`src/rtl/vram_arb_pkg.sv`:
```
// Shared types and default sizes for the VRAM arbiter.
//
// owner_t tags each RAM access with the requester whose read data it returns.
// tag_t travels down the result pipeline alongside each access.
package vram_arb_pkg;

  localparam int unsigned AddrWDefault   = 10;   // 32x32 tile map
  localparam int unsigned DataWDefault   = 8;
  localparam int unsigned MaxWaitDefault = 255;

  typedef enum logic [1:0] {
    OWN_NONE = 2'd0,
    OWN_VID  = 2'd1,
    OWN_CPU  = 2'd2
  } owner_t;

  typedef struct packed {
    owner_t owner;  // who receives the result of this access
    logic   rd;     // CPU read: cpu_rdata is loaded on the ack
    logic   miss;   // a video request was displaced by this access
  } tag_t;

endpackage

```
`src/rtl/vram_arbiter_if.sv`:
```
// Bundle of the video fetch port, CPU/loader port and RAM port of vram_arbiter.
//
// Modports:
//   slave  - the arbiter side (consumes requests and RAM read data).
//   master - the environment side (renderer, CPU and RAM together).
interface vram_arbiter_if
  import vram_arb_pkg::*;
#(
  parameter int unsigned ADDR_W = AddrWDefault,
  parameter int unsigned DATA_W = DataWDefault
);

  logic              vid_req;
  logic [ADDR_W-1:0] vid_addr;
  logic [DATA_W-1:0] vid_data;
  logic              vid_valid;
  logic              vid_miss;

  logic              cpu_req;
  logic              cpu_we;
  logic [ADDR_W-1:0] cpu_addr;
  logic [DATA_W-1:0] cpu_wdata;
  logic [DATA_W-1:0] cpu_rdata;
  logic              cpu_ack;

  logic [ADDR_W-1:0] ram_addr;
  logic              ram_we;
  logic [DATA_W-1:0] ram_wdata;
  logic [DATA_W-1:0] ram_rdata;

  modport slave (
    input  vid_req, vid_addr, cpu_req, cpu_we, cpu_addr, cpu_wdata, ram_rdata,
    output vid_data, vid_valid, vid_miss, cpu_rdata, cpu_ack, ram_addr, ram_we, ram_wdata
  );

  modport master (
    output vid_req, vid_addr, cpu_req, cpu_we, cpu_addr, cpu_wdata, ram_rdata,
    input  vid_data, vid_valid, vid_miss, cpu_rdata, cpu_ack, ram_addr, ram_we, ram_wdata
  );

endinterface

```
`src/rtl/vram_arb_pipe.sv`:
```
// Two-stage owner-tag pipeline that steers RAM read data to the video or CPU side.
//
// Ports:
//   clk, reset    - clock, asynchronous active-low reset.
//   tag_i         - tag of the access being granted at this edge.
//   ram_rdata_i   - RAM read data (one cycle after the address is sampled).
//   vid_data_o    - video read data, held between valids.
//   vid_valid_o   - one pulse per granted video fetch.
//   vid_miss_o    - pulse in the would-be valid cycle of a displaced video fetch.
//   cpu_rdata_o   - CPU read data, updated on read acks only.
//   cpu_ack_o     - one-cycle completion pulse for CPU reads and writes.
//
// Stage 1 covers the cycle the RAM samples the access, stage 2 the cycle the
// read data is on ram_rdata_i; outputs are registered at the end of stage 2.
module vram_arb_pipe
  import vram_arb_pkg::*;
#(
  parameter int unsigned DATA_W = DataWDefault
) (
  input  logic              clk,
  input  logic              reset,
  input  tag_t              tag_i,
  input  logic [DATA_W-1:0] ram_rdata_i,
  output logic [DATA_W-1:0] vid_data_o,
  output logic              vid_valid_o,
  output logic              vid_miss_o,
  output logic [DATA_W-1:0] cpu_rdata_o,
  output logic              cpu_ack_o
);

  localparam tag_t TagIdle = '{owner: OWN_NONE, rd: 1'b0, miss: 1'b0};

  tag_t              s1_q, s2_q;
  logic [DATA_W-1:0] vid_data_q, vid_data_d;
  logic [DATA_W-1:0] cpu_rdata_q, cpu_rdata_d;
  logic              vid_valid_q, vid_valid_d;
  logic              vid_miss_q, vid_miss_d;
  logic              cpu_ack_q, cpu_ack_d;

  always_comb begin
    vid_data_d  = vid_data_q;
    cpu_rdata_d = cpu_rdata_q;
    vid_valid_d = (s2_q.owner == OWN_VID);
    cpu_ack_d   = (s2_q.owner == OWN_CPU);
    vid_miss_d  = s2_q.miss;
    if (vid_valid_d) begin
      vid_data_d = ram_rdata_i;
    end
    if (cpu_ack_d && s2_q.rd) begin
      cpu_rdata_d = ram_rdata_i;
    end
  end

  always_ff @(posedge clk or negedge reset) begin
    if (!reset) begin
      s1_q        <= TagIdle;
      s2_q        <= TagIdle;
      vid_data_q  <= '0;
      cpu_rdata_q <= '0;
      vid_valid_q <= 1'b0;
      vid_miss_q  <= 1'b0;
      cpu_ack_q   <= 1'b0;
    end else begin
      s1_q        <= tag_i;
      s2_q        <= s1_q;
      vid_data_q  <= vid_data_d;
      cpu_rdata_q <= cpu_rdata_d;
      vid_valid_q <= vid_valid_d;
      vid_miss_q  <= vid_miss_d;
      cpu_ack_q   <= cpu_ack_d;
    end
  end

  assign vid_data_o  = vid_data_q;
  assign vid_valid_o = vid_valid_q;
  assign vid_miss_o  = vid_miss_q;
  assign cpu_rdata_o = cpu_rdata_q;
  assign cpu_ack_o   = cpu_ack_q;

endmodule

```
`src/rtl/vram_arbiter.sv`:
```
// Single-port tile/video RAM arbiter: video fetch port versus CPU/loader port.
//
// Video has strict priority; the CPU is served on any cycle without a fetch
// through a req/ack handshake. One RAM access per clock, fixed 2-cycle latency
// from the grant edge to vid_valid / cpu_ack.
//
// Ports:
//   clk    - clock, all logic on the rising edge.
//   reset  - asynchronous active-low reset.
//   bus    - vram_arbiter_if.slave: video port, CPU port and RAM port.
//
// Build option ARB_STARVE_GUARD_EN: a wait counter tracks cycles the CPU loses
// to video; once it reaches MAX_WAIT the next contested cycle goes to the CPU
// and the displaced fetch reports vid_miss instead of vid_valid. Without the
// macro, video priority is absolute and vid_miss stays 0.
module vram_arbiter
  import vram_arb_pkg::*;
#(
  parameter int unsigned ADDR_W   = AddrWDefault,
  parameter int unsigned DATA_W   = DataWDefault,
  parameter int unsigned MAX_WAIT = MaxWaitDefault
) (
  input logic           clk,
  input logic           reset,
  vram_arbiter_if.slave bus
);

  owner_t            grant;
  logic              grant_miss;
  logic              cpu_ok;
  logic              force_cpu;
  tag_t              grant_tag;

  logic [ADDR_W-1:0] ram_addr_q, ram_addr_d;
  logic              ram_we_q, ram_we_d;
  logic [DATA_W-1:0] ram_wdata_q, ram_wdata_d;
  logic              cpu_pend_q, cpu_pend_d;

  logic [DATA_W-1:0] vid_data;
  logic              vid_valid;
  logic              vid_miss;
  logic [DATA_W-1:0] cpu_rdata;
  logic              cpu_ack;

  // cpu_pend blocks re-issue of a held request while its access is in flight.
  assign cpu_ok = bus.cpu_req && !cpu_pend_q;

`ifdef ARB_STARVE_GUARD_EN
  localparam int unsigned WaitW   = ($clog2(MAX_WAIT + 1) > 8) ? $clog2(MAX_WAIT + 1) : 8;
  localparam logic [WaitW-1:0] WaitMax = WaitW'(MAX_WAIT);

  logic [WaitW-1:0] wait_q, wait_d;

  assign force_cpu = cpu_ok && bus.vid_req && (wait_q == WaitMax);

  always_comb begin
    wait_d = wait_q;
    if (grant == OWN_CPU) begin
      wait_d = '0;
    end else if (cpu_ok && bus.vid_req && (wait_q != WaitMax)) begin
      wait_d = wait_q + 1'b1;
    end
  end

  always_ff @(posedge clk or negedge reset) begin
    if (!reset) begin
      wait_q <= '0;
    end else begin
      wait_q <= wait_d;
    end
  end
`else
  logic unused_max_wait;

  assign force_cpu       = 1'b0;
  assign unused_max_wait = ^MAX_WAIT;
`endif

  always_comb begin
    grant      = OWN_NONE;
    grant_miss = bus.vid_req && force_cpu;
    if (bus.vid_req && !force_cpu) begin
      grant = OWN_VID;
    end else if (cpu_ok) begin
      grant = OWN_CPU;
    end

    // Address and write data hold on idle cycles; only a CPU write strobes we.
    ram_addr_d  = ram_addr_q;
    ram_we_d    = 1'b0;
    ram_wdata_d = ram_wdata_q;
    unique case (grant)
      OWN_VID: begin
        ram_addr_d = bus.vid_addr;
      end
      OWN_CPU: begin
        ram_addr_d  = bus.cpu_addr;
        ram_we_d    = bus.cpu_we;
        ram_wdata_d = bus.cpu_wdata;
      end
      default: ;
    endcase

    cpu_pend_d = cpu_pend_q;
    if (grant == OWN_CPU) begin
      cpu_pend_d = 1'b1;
    end else if (cpu_ack) begin
      cpu_pend_d = 1'b0;
    end
  end

  assign grant_tag = '{owner: grant, rd: (grant == OWN_CPU) && !bus.cpu_we, miss: grant_miss};

  always_ff @(posedge clk or negedge reset) begin
    if (!reset) begin
      ram_addr_q  <= '0;
      ram_we_q    <= 1'b0;
      ram_wdata_q <= '0;
      cpu_pend_q  <= 1'b0;
    end else begin
      ram_addr_q  <= ram_addr_d;
      ram_we_q    <= ram_we_d;
      ram_wdata_q <= ram_wdata_d;
      cpu_pend_q  <= cpu_pend_d;
    end
  end

  vram_arb_pipe #(
    .DATA_W (DATA_W)
  ) u_pipe (
    .clk         (clk),
    .reset       (reset),
    .tag_i       (grant_tag),
    .ram_rdata_i (bus.ram_rdata),
    .vid_data_o  (vid_data),
    .vid_valid_o (vid_valid),
    .vid_miss_o  (vid_miss),
    .cpu_rdata_o (cpu_rdata),
    .cpu_ack_o   (cpu_ack)
  );

  assign bus.ram_addr  = ram_addr_q;
  assign bus.ram_we    = ram_we_q;
  assign bus.ram_wdata = ram_wdata_q;
  assign bus.vid_data  = vid_data;
  assign bus.vid_valid = vid_valid;
  assign bus.vid_miss  = vid_miss;
  assign bus.cpu_rdata = cpu_rdata;
  assign bus.cpu_ack   = cpu_ack;

endmodule

```
`src/flat_wrapper.sv`:
```
// flat-port wrapper written by rule: the top's interface ports become plain ports
module vram_arbiter_flat import vram_arb_pkg::*;
#(
  parameter int unsigned ADDR_W   = AddrWDefault,
  parameter int unsigned DATA_W   = DataWDefault,
  parameter int unsigned MAX_WAIT = MaxWaitDefault
)
  (clk, reset, bus_vid_req, bus_vid_addr, bus_cpu_req, bus_cpu_we, bus_cpu_addr, bus_cpu_wdata, bus_ram_rdata, bus_vid_data, bus_vid_valid, bus_vid_miss, bus_cpu_rdata, bus_cpu_ack, bus_ram_addr, bus_ram_we, bus_ram_wdata);
  vram_arbiter_if #(.ADDR_W(ADDR_W), .DATA_W(DATA_W)) bus_i ();
  input logic clk;
  input logic reset;
  input wire logic [$bits(bus_i.vid_req)-1:0] bus_vid_req;
  input wire logic [$bits(bus_i.vid_addr)-1:0] bus_vid_addr;
  input wire logic [$bits(bus_i.cpu_req)-1:0] bus_cpu_req;
  input wire logic [$bits(bus_i.cpu_we)-1:0] bus_cpu_we;
  input wire logic [$bits(bus_i.cpu_addr)-1:0] bus_cpu_addr;
  input wire logic [$bits(bus_i.cpu_wdata)-1:0] bus_cpu_wdata;
  input wire logic [$bits(bus_i.ram_rdata)-1:0] bus_ram_rdata;
  output wire logic [$bits(bus_i.vid_data)-1:0] bus_vid_data;
  output wire logic [$bits(bus_i.vid_valid)-1:0] bus_vid_valid;
  output wire logic [$bits(bus_i.vid_miss)-1:0] bus_vid_miss;
  output wire logic [$bits(bus_i.cpu_rdata)-1:0] bus_cpu_rdata;
  output wire logic [$bits(bus_i.cpu_ack)-1:0] bus_cpu_ack;
  output wire logic [$bits(bus_i.ram_addr)-1:0] bus_ram_addr;
  output wire logic [$bits(bus_i.ram_we)-1:0] bus_ram_we;
  output wire logic [$bits(bus_i.ram_wdata)-1:0] bus_ram_wdata;
  assign bus_i.vid_req = bus_vid_req;
  assign bus_i.vid_addr = bus_vid_addr;
  assign bus_i.cpu_req = bus_cpu_req;
  assign bus_i.cpu_we = bus_cpu_we;
  assign bus_i.cpu_addr = bus_cpu_addr;
  assign bus_i.cpu_wdata = bus_cpu_wdata;
  assign bus_i.ram_rdata = bus_ram_rdata;
  assign bus_vid_data = bus_i.vid_data;
  assign bus_vid_valid = bus_i.vid_valid;
  assign bus_vid_miss = bus_i.vid_miss;
  assign bus_cpu_rdata = bus_i.cpu_rdata;
  assign bus_cpu_ack = bus_i.cpu_ack;
  assign bus_ram_addr = bus_i.ram_addr;
  assign bus_ram_we = bus_i.ram_we;
  assign bus_ram_wdata = bus_i.ram_wdata;
  vram_arbiter #(.ADDR_W(ADDR_W), .DATA_W(DATA_W), .MAX_WAIT(MAX_WAIT)) u_core (.clk(clk), .reset(reset), .bus(bus_i));
endmodule
```
`config.mk`:
```
export PLATFORM = sky130hd
export DESIGN_NAME = vram_arbiter_flat
export DESIGN_NICKNAME = d
export VERILOG_FILES = /design/src/rtl/vram_arb_pkg.sv /design/src/rtl/vram_arbiter_if.sv /design/src/rtl/vram_arb_pipe.sv /design/src/rtl/vram_arbiter.sv /design/src/flat_wrapper.sv
export SDC_FILE = /design/constraint.sdc
export NUM_CORES = 1
export LEC_CHECK = 0
export CELL_PAD_IN_SITES_DETAIL_PLACEMENT = 0
export CELL_PAD_IN_SITES_GLOBAL_PLACEMENT = 1
export CORE_MARGIN = 2
export CORE_UTILIZATION = 33
export DETAILED_ROUTE_END_ITERATION = 6
export GPL_ROUTABILITY_DRIVEN = 0
export HOLD_SLACK_MARGIN = 0.1
export PLACE_DENSITY = 0.8
export RECOVER_POWER = 50
export SLEW_MARGIN = 20
export SYNTH_ARGS = -nofsm -noshare
export SYNTH_HDL_FRONTEND = slang
export SYNTH_HIERARCHICAL = 1
export SYNTH_SLANG_ARGS = --single-unit
```
`constraint.sdc`:
```
create_clock -name clk -period 1.5 [get_ports clk]
set_clock_uncertainty 0.05 [all_clocks]
set_input_delay 0.3 -clock clk [delete_from_list [all_inputs] [get_ports clk]]
set_output_delay 0.3 -clock clk [all_outputs]
set_load 0.05 [all_outputs]
```
## After elaboration in Yosys (flattened, before gate mapping)

Index checks and enable logic that the tools add are counted.

| storage, ports and cells | value |
|---|---|
| input port bits | 41 |
| flip-flop bits (word level) | 44 |
| output and inout bits | 38 |
| word-level logic and storage cells | 29 |

| cells by class | value |
|---|---|
| reduce and logical (&&, ||, !) cells | 7 |
| multiplexer cells | 6 |
| equality and inequality tests | 4 |

Operator list:

| cell | number |
|---|---|
| $pmux 10 s2 | 1 |
| $eq 2x1->1 const B | 2 |
| $eq 2x2->1 const B | 2 |
| $mux 2 | 2 |
| $reduce_bool 2->1 | 2 |
| $logic_and 1x1->1 | 3 |
| $mux 1 | 3 |
| $logic_not 1->1 | 2 |

## Logic depth before layout (Yosys ltp)

| depth | value |
|---|---|
| depth after elaboration | 6 |
| mapped depth | 4 |
| mapped depth without buffers | 2 |

## Modules after synthesis

The synthesis kept the hierarchy.

By module, submodules not included:

| module | instances | cells each | seq. area each (um^2) | area an instance (um^2) |
|---|---|---|---|---|
| vram_arbiter | 1 | 82 | 500.5 | 978.4 |
| vram_arb_pipe | 1 | 48 | 675.6 | 940.9 |

## Worst setup path after synthesis

OpenSTA, ideal clock, no wires.

| path | value |
|---|---|
| path kind | reg2reg |
| from | reg u_core.cpu_pend_q |
| to | reg u_core.ram_wdata_q[0] (netlist: u_core/bus.ram_wdata[0]) |
| clock period less this slack | 1.283 ns |
| buffers on the path | 1 |
| stages on the path, launching flop included | 4 |
| arrival | 1.108 ns |
| library setup time | 0.125 ns |
| required time | 1.325 ns |
| setup slack | 0.217 ns |
| path through | dfrtp_1 nor3b_4 buf_6 mux2_4 |

| on the way | value |
|---|---|
| word-level cells in the longest chain between the ends | 5 |

Ends and longest elaborated chain:

| element | RTL line | text |
|---|---|---|
| from (decl) | vram_arbiter.sv:37 | `logic cpu_pend_q, cpu_pend_d;` |
| from (signal assigned) | vram_arbiter.sv:124 | `cpu_pend_q <= cpu_pend_d;` |
| $logic_not 1->1 | vram_arbiter.sv:46 | `assign cpu_ok = bus.cpu_req && !cpu_pend_q;` |
| $logic_and 1x1->1 | vram_arbiter.sv:46 |  |
| $mux 2 | vram_arbiter.sv:84 | `end else if (cpu_ok) begin` |
| $mux 2 | vram_arbiter.sv:82 | `if (bus.vid_req && !force_cpu) begin` |
| $eq 2x2->1 | vram_arbiter.sv:92 | `unique case (grant)` |
| to (signal assigned) | vram_arbiter.sv:123 | `ram_wdata_q <= ram_wdata_d;` |
| to (decl) | vram_arbiter.sv:36 | `logic [DATA_W-1:0] ram_wdata_q, ram_wdata_d;` |

No other way between the ends.
A chain may end at the register's enable or synchronous reset.

## Final worst setup path

| path | value |
|---|---|
| from | reg u_core/u_pipe/s2_q[2] (netlist name) |
| to | reg u_core.u_pipe.cpu_rdata_q[3] (netlist: u_core/u_pipe/cpu_rdata_o[3]) |

| on the way | value |
|---|---|
| word-level cells in the longest chain between the ends | 2 |

Ends and longest elaborated chain:

| element | RTL line | text |
|---|---|---|
| from (decl) | vram_arb_pipe.sv:33 | `tag_t s1_q, s2_q;` |
| from (signal assigned) | vram_arb_pipe.sv:57 | `s2_q <= TagIdle;` |
| from (signal assigned) | vram_arb_pipe.sv:65 | `s2_q <= s1_q;` |
| $eq 2x2->1 | vram_arb_pipe.sv:44 | `cpu_ack_d = (s2_q.owner == OWN_CPU);` |
| $logic_and 1x1->1 | vram_arb_pipe.sv:49 | `if (cpu_ack_d && s2_q.rd) begin` |
| to (signal assigned) | vram_arb_pipe.sv:67 | `cpu_rdata_q <= cpu_rdata_d;` |
| to (decl) | vram_arb_pipe.sv:35 | `logic [DATA_W-1:0] cpu_rdata_q, cpu_rdata_d;` |

No other way between the ends.

==> impl_metrics.json <==
{
  "worstHoldStart": "u_core/u_pipe/s1_q[3]$_DFF_PN0_",
  "synth_top_family_by_area": "multiplexers",
  "worst_r2r_path_depth": 2,
  "rsz0062_at_grt": "false",
  "synthTopCellsByCount": "47 x dfrtp_1, 14 x mux2_4, 12 x inv_1",
  "p_per_area_nw_per_um2": 1630,
  "drive_gt1_frac": 0.370,
  "yosys.area_share.simple": 0.119,
  "synth-seq-cells": 47,
  "muxShareOfSynthArea": 0.168,
  "max-vdd-ir-drop_mv": 1.16,
  "pwr-share-clk": 0.170,
  "numPortBuffers": 78,
  "drt_iter0_drc": 24,
  "status": "completed",
  "critPathLaunchType": "register",
  "clk_latency_ns": 0.29,
  "dieArea_um2": 6440,
  "drv_slew": 0,
  "io_pins": 79,
  "placementRows": 27,
  "grtUsageTotal": 0.149,
  "routed_via_density": 4.58,
  "wl_per_cell_um": 15.3,
  "p_sw_frac": 0.364,
  "yosys-top-cells-area": "dfrtp_1 61%, mux2_4 11%, mux2_2 5.9%, nand4bb_1 5.9%, o311ai_1 4.6%",
  "yosysWarnings": 6,
  "path_clk_slew_ns": 0.09,
  "internal_power_uw": 3430,
  "power_frac_comb": 0.489,
  "finalCritPeriodShare": 0.918,
  "hold_viol_final": 0,
  "whs_path_depth": 0,
  "grt_max_degree": 35,
  "setup_violations": 0,
  "antennaDiodeCount": 0,
  "vias": 1319,
  "path_class": "reg2reg",
  "dp_hpwl_um": 3420,
  "synthAdderAreaFrac": 0,
  "power.leakage_uw": 0.00147,
  "stdcell_count": 288,
  "p_sw_uw": 1960,
  "syn-num-nets": 171,
  "fin_nets": 256,
  "cts_buffer_depth": 2,
  "coreArea_um2": 5570,
  "pwr-share-seq": 0.341,
  "initial_core_util": 0.344,
  "r2r_start": "u_core/u_pipe/s2_q[2]$_DFF_PN0_",
  "die_h_um": 80.3,
  "regToRegSetupSlack_ns": 0.12,
  "grt_antenna_before_repair": 0,
  "synthArstFlopShare": 1.00,
  "cts_resized": 0,
  "synth_xor_area_frac": 0,
  "tritoncts": "yes",
  "min_to": "u_core/u_pipe/s2_q[3]$_DFF_PN0_",
  "grt_overflow": 0,
  "drtAntennaViolNets": 0,
  "period_needed_ns": 1.38,
  "firstDrtPassIters": 2,
  "drv_cap": 0,
  "synth_top_area_frac": 0.613,
  "dp_cells": 279,
  "synth_area_um2": 1920,
  "fp.dieW_um": 80.3,
  "synth_compound_area_frac": 0.0495,
  "final_util": 0.593,
  "postSynthCellCount": 130,
  "fmax_ghz": 0.726,
  "synth_edf_count": 0,
  "wl_um": 4420,
  "cp_max_fo": 8,
  "cts_buffers": 5,
  "synthMostInstantiatedCell": "dfrtp_1",
  "cts_num_sinks": 47,
  "end_kind": "register",
  "arrival_ns": 1.51,
  "ys_seq_area_frac": 0.613,
  "yosysUniqueCellTypes": 18,
  "cp.required_ns": 1.63,
  "area_growth_pct": 72.2,
  "htree_levels": 2,
  "grt_pass1_vias": 1395,
  "hp-class": "reg2reg",
  "cts-root-buf": "clkbuf_8",
  "syn_avg_cell_area_um2": 14.8,
  "ys.flop_type": "dfrtp_1",
  "finalPower_uw": 5390,
  "drcViolationCount": 0,
  "synth_top_area_cell": "dfrtp_1",
  "r2r-end": "u_core/u_pipe/cpu_rdata_o[3]$_DFFE_PN0P_",
  "fillers": 445,
  "grt_pass1_wl_um": 7210
}
==> cells in the final DEF (no fill, tap or decap) <==
master | netlist | layout
dfrtp_1 | 47 | 47
buf_12 | 0 | 40
clkdlybuf4s50_1 | 0 | 39
mux2_4 | 14 | 14
inv_1 | 12 | 12
nand2_1 | 10 | 10
nand4bb_1 | 10 | 10
o311ai_1 | 10 | 10
mux2_2 | 10 | 10
clkbuf_8 | 0 | 5
buf_4 | 0 | 5
nor2b_1 | 3 | 3
clkinv_4 | 0 | 1
clkinv_2 | 0 | 1
bufinv_16 | 0 | 1
dlygate4sd3_1 | 0 | 1
buf_2 | 2 | 1
nor3b_4 | 1 | 1
and2_1 | 1 | 1
a21o_1 | 1 | 1
nand2b_4 | 1 | 1
nand3b_1 | 0 | 1
conb_1 | 1 | 1
==> sequential cells by signal (all words and copies together) (netlist names), 3 cells and up <==
name	flops
u_core/bus.ram_addr	10
u_core/bus.ram_wdata	8
u_core/u_pipe/cpu_rdata_o	8
u_core/u_pipe/vid_data_o	8
u_core/u_pipe/s1_q	4
u_core/u_pipe/s2_q	3
==> power groups by stage <==
| stage | combinational, µW | clock (µW) | sequential, µW |
|---|---|---|---|
| after floorplan | 477 | 0 | 2580 |
| after global placement | 2620 | 0 | 1860 |
| after detailed placement | 2670 | 0 | 1870 |
| after CTS | 2670 | 948 | 1850 |
| after global routing | 2740 | 1000 | 1870 |
| final | 2640 | 914 | 1840 |
==> layout make-up <==
cell class                 count  area (µm²)  area share
inverter                      12        45.0      0.0136
sequential                    47        1180       0.356
multi-input combinational     63         637       0.193
clock buffer                   5        68.8      0.0208
tap                           72        90.1      0.0273
clock inverter                 3        43.8      0.0133
timing repair buffer          86        1240       0.376
==> per-layer routing <==
layer  wire length [µm]  GRT usage  part of all wire
met1               1830      0.183              0.41
met2               2300      0.259              0.52
met3                254     0.0438             0.057
met4                 37     0.0305            0.0084
met5                  0          0                 0
==> worst max-delay path by stage <==
stage | startpoint | endpoint | cells after the start
2_1_floorplan | u_core/cpu_pend_q$_DFFE_PN0P_ | u_core/bus.ram_wdata[0]$_DFFE_PN0N_ | 3
3_3_place_gp | bus_cpu_req | u_core/bus.ram_wdata[6]$_DFFE_PN0N_ | 4
3_5_place_dp | bus_cpu_req | u_core/bus.ram_wdata[6]$_DFFE_PN0N_ | 4
4_1_cts | bus_cpu_req | u_core/bus.ram_wdata[6]$_DFFE_PN0N_ | 4
5_1_grt | u_core/u_pipe/s2_q[2]$_DFF_PN0_ | u_core/u_pipe/cpu_rdata_o[3]$_DFFE_PN0P_ | 2
6_report | u_core/u_pipe/s2_q[2]$_DFF_PN0_ | u_core/u_pipe/cpu_rdata_o[3]$_DFFE_PN0P_ | 2
==> stage by stage <==
step	setup TNS (ns)	hold WS (ns)	cell area, µm²	setup WS [ns]
4_1_cts	0	0.308	3320	0.147
3_5_place_dp	-2.37	0.180	3190	-0.178
2_1_floorplan	0	-0.0456	1920	0.217
6_report	0	0.306	3300	0.123
3_3_place_gp	-2.01	0.170	3190	-0.165
5_1_grt	0	0.313	3300	0.0545
==> timing repair <==
| item | in CTS | in global routing |
|---|---|---|
| endpoints found under the setup margin | 0 | 0 |
| hold endpoints to repair | 13 | 0 |
| hold buffers | 1 | 0 |
| buffers inserted | 0 | 0 |
==> cells by family (layout without fill, tap and decap cells) <==
family                 Yosys count  count (layout)
AND/OR/NAND/NOR                 27              27
AO/OA/AOI/OAI                   11              11
multiplexers                    24              24
other                            1               1
buffers and inverters           20             106
flip-flops                      47              47
==> critical path: stages (launching register included) <==
cell and delay, ns:
dfrtp_1 0.43, nand3b_1 0.40, mux2_2 0.39
No activity file was read; power rests on OpenSTA's default activity.
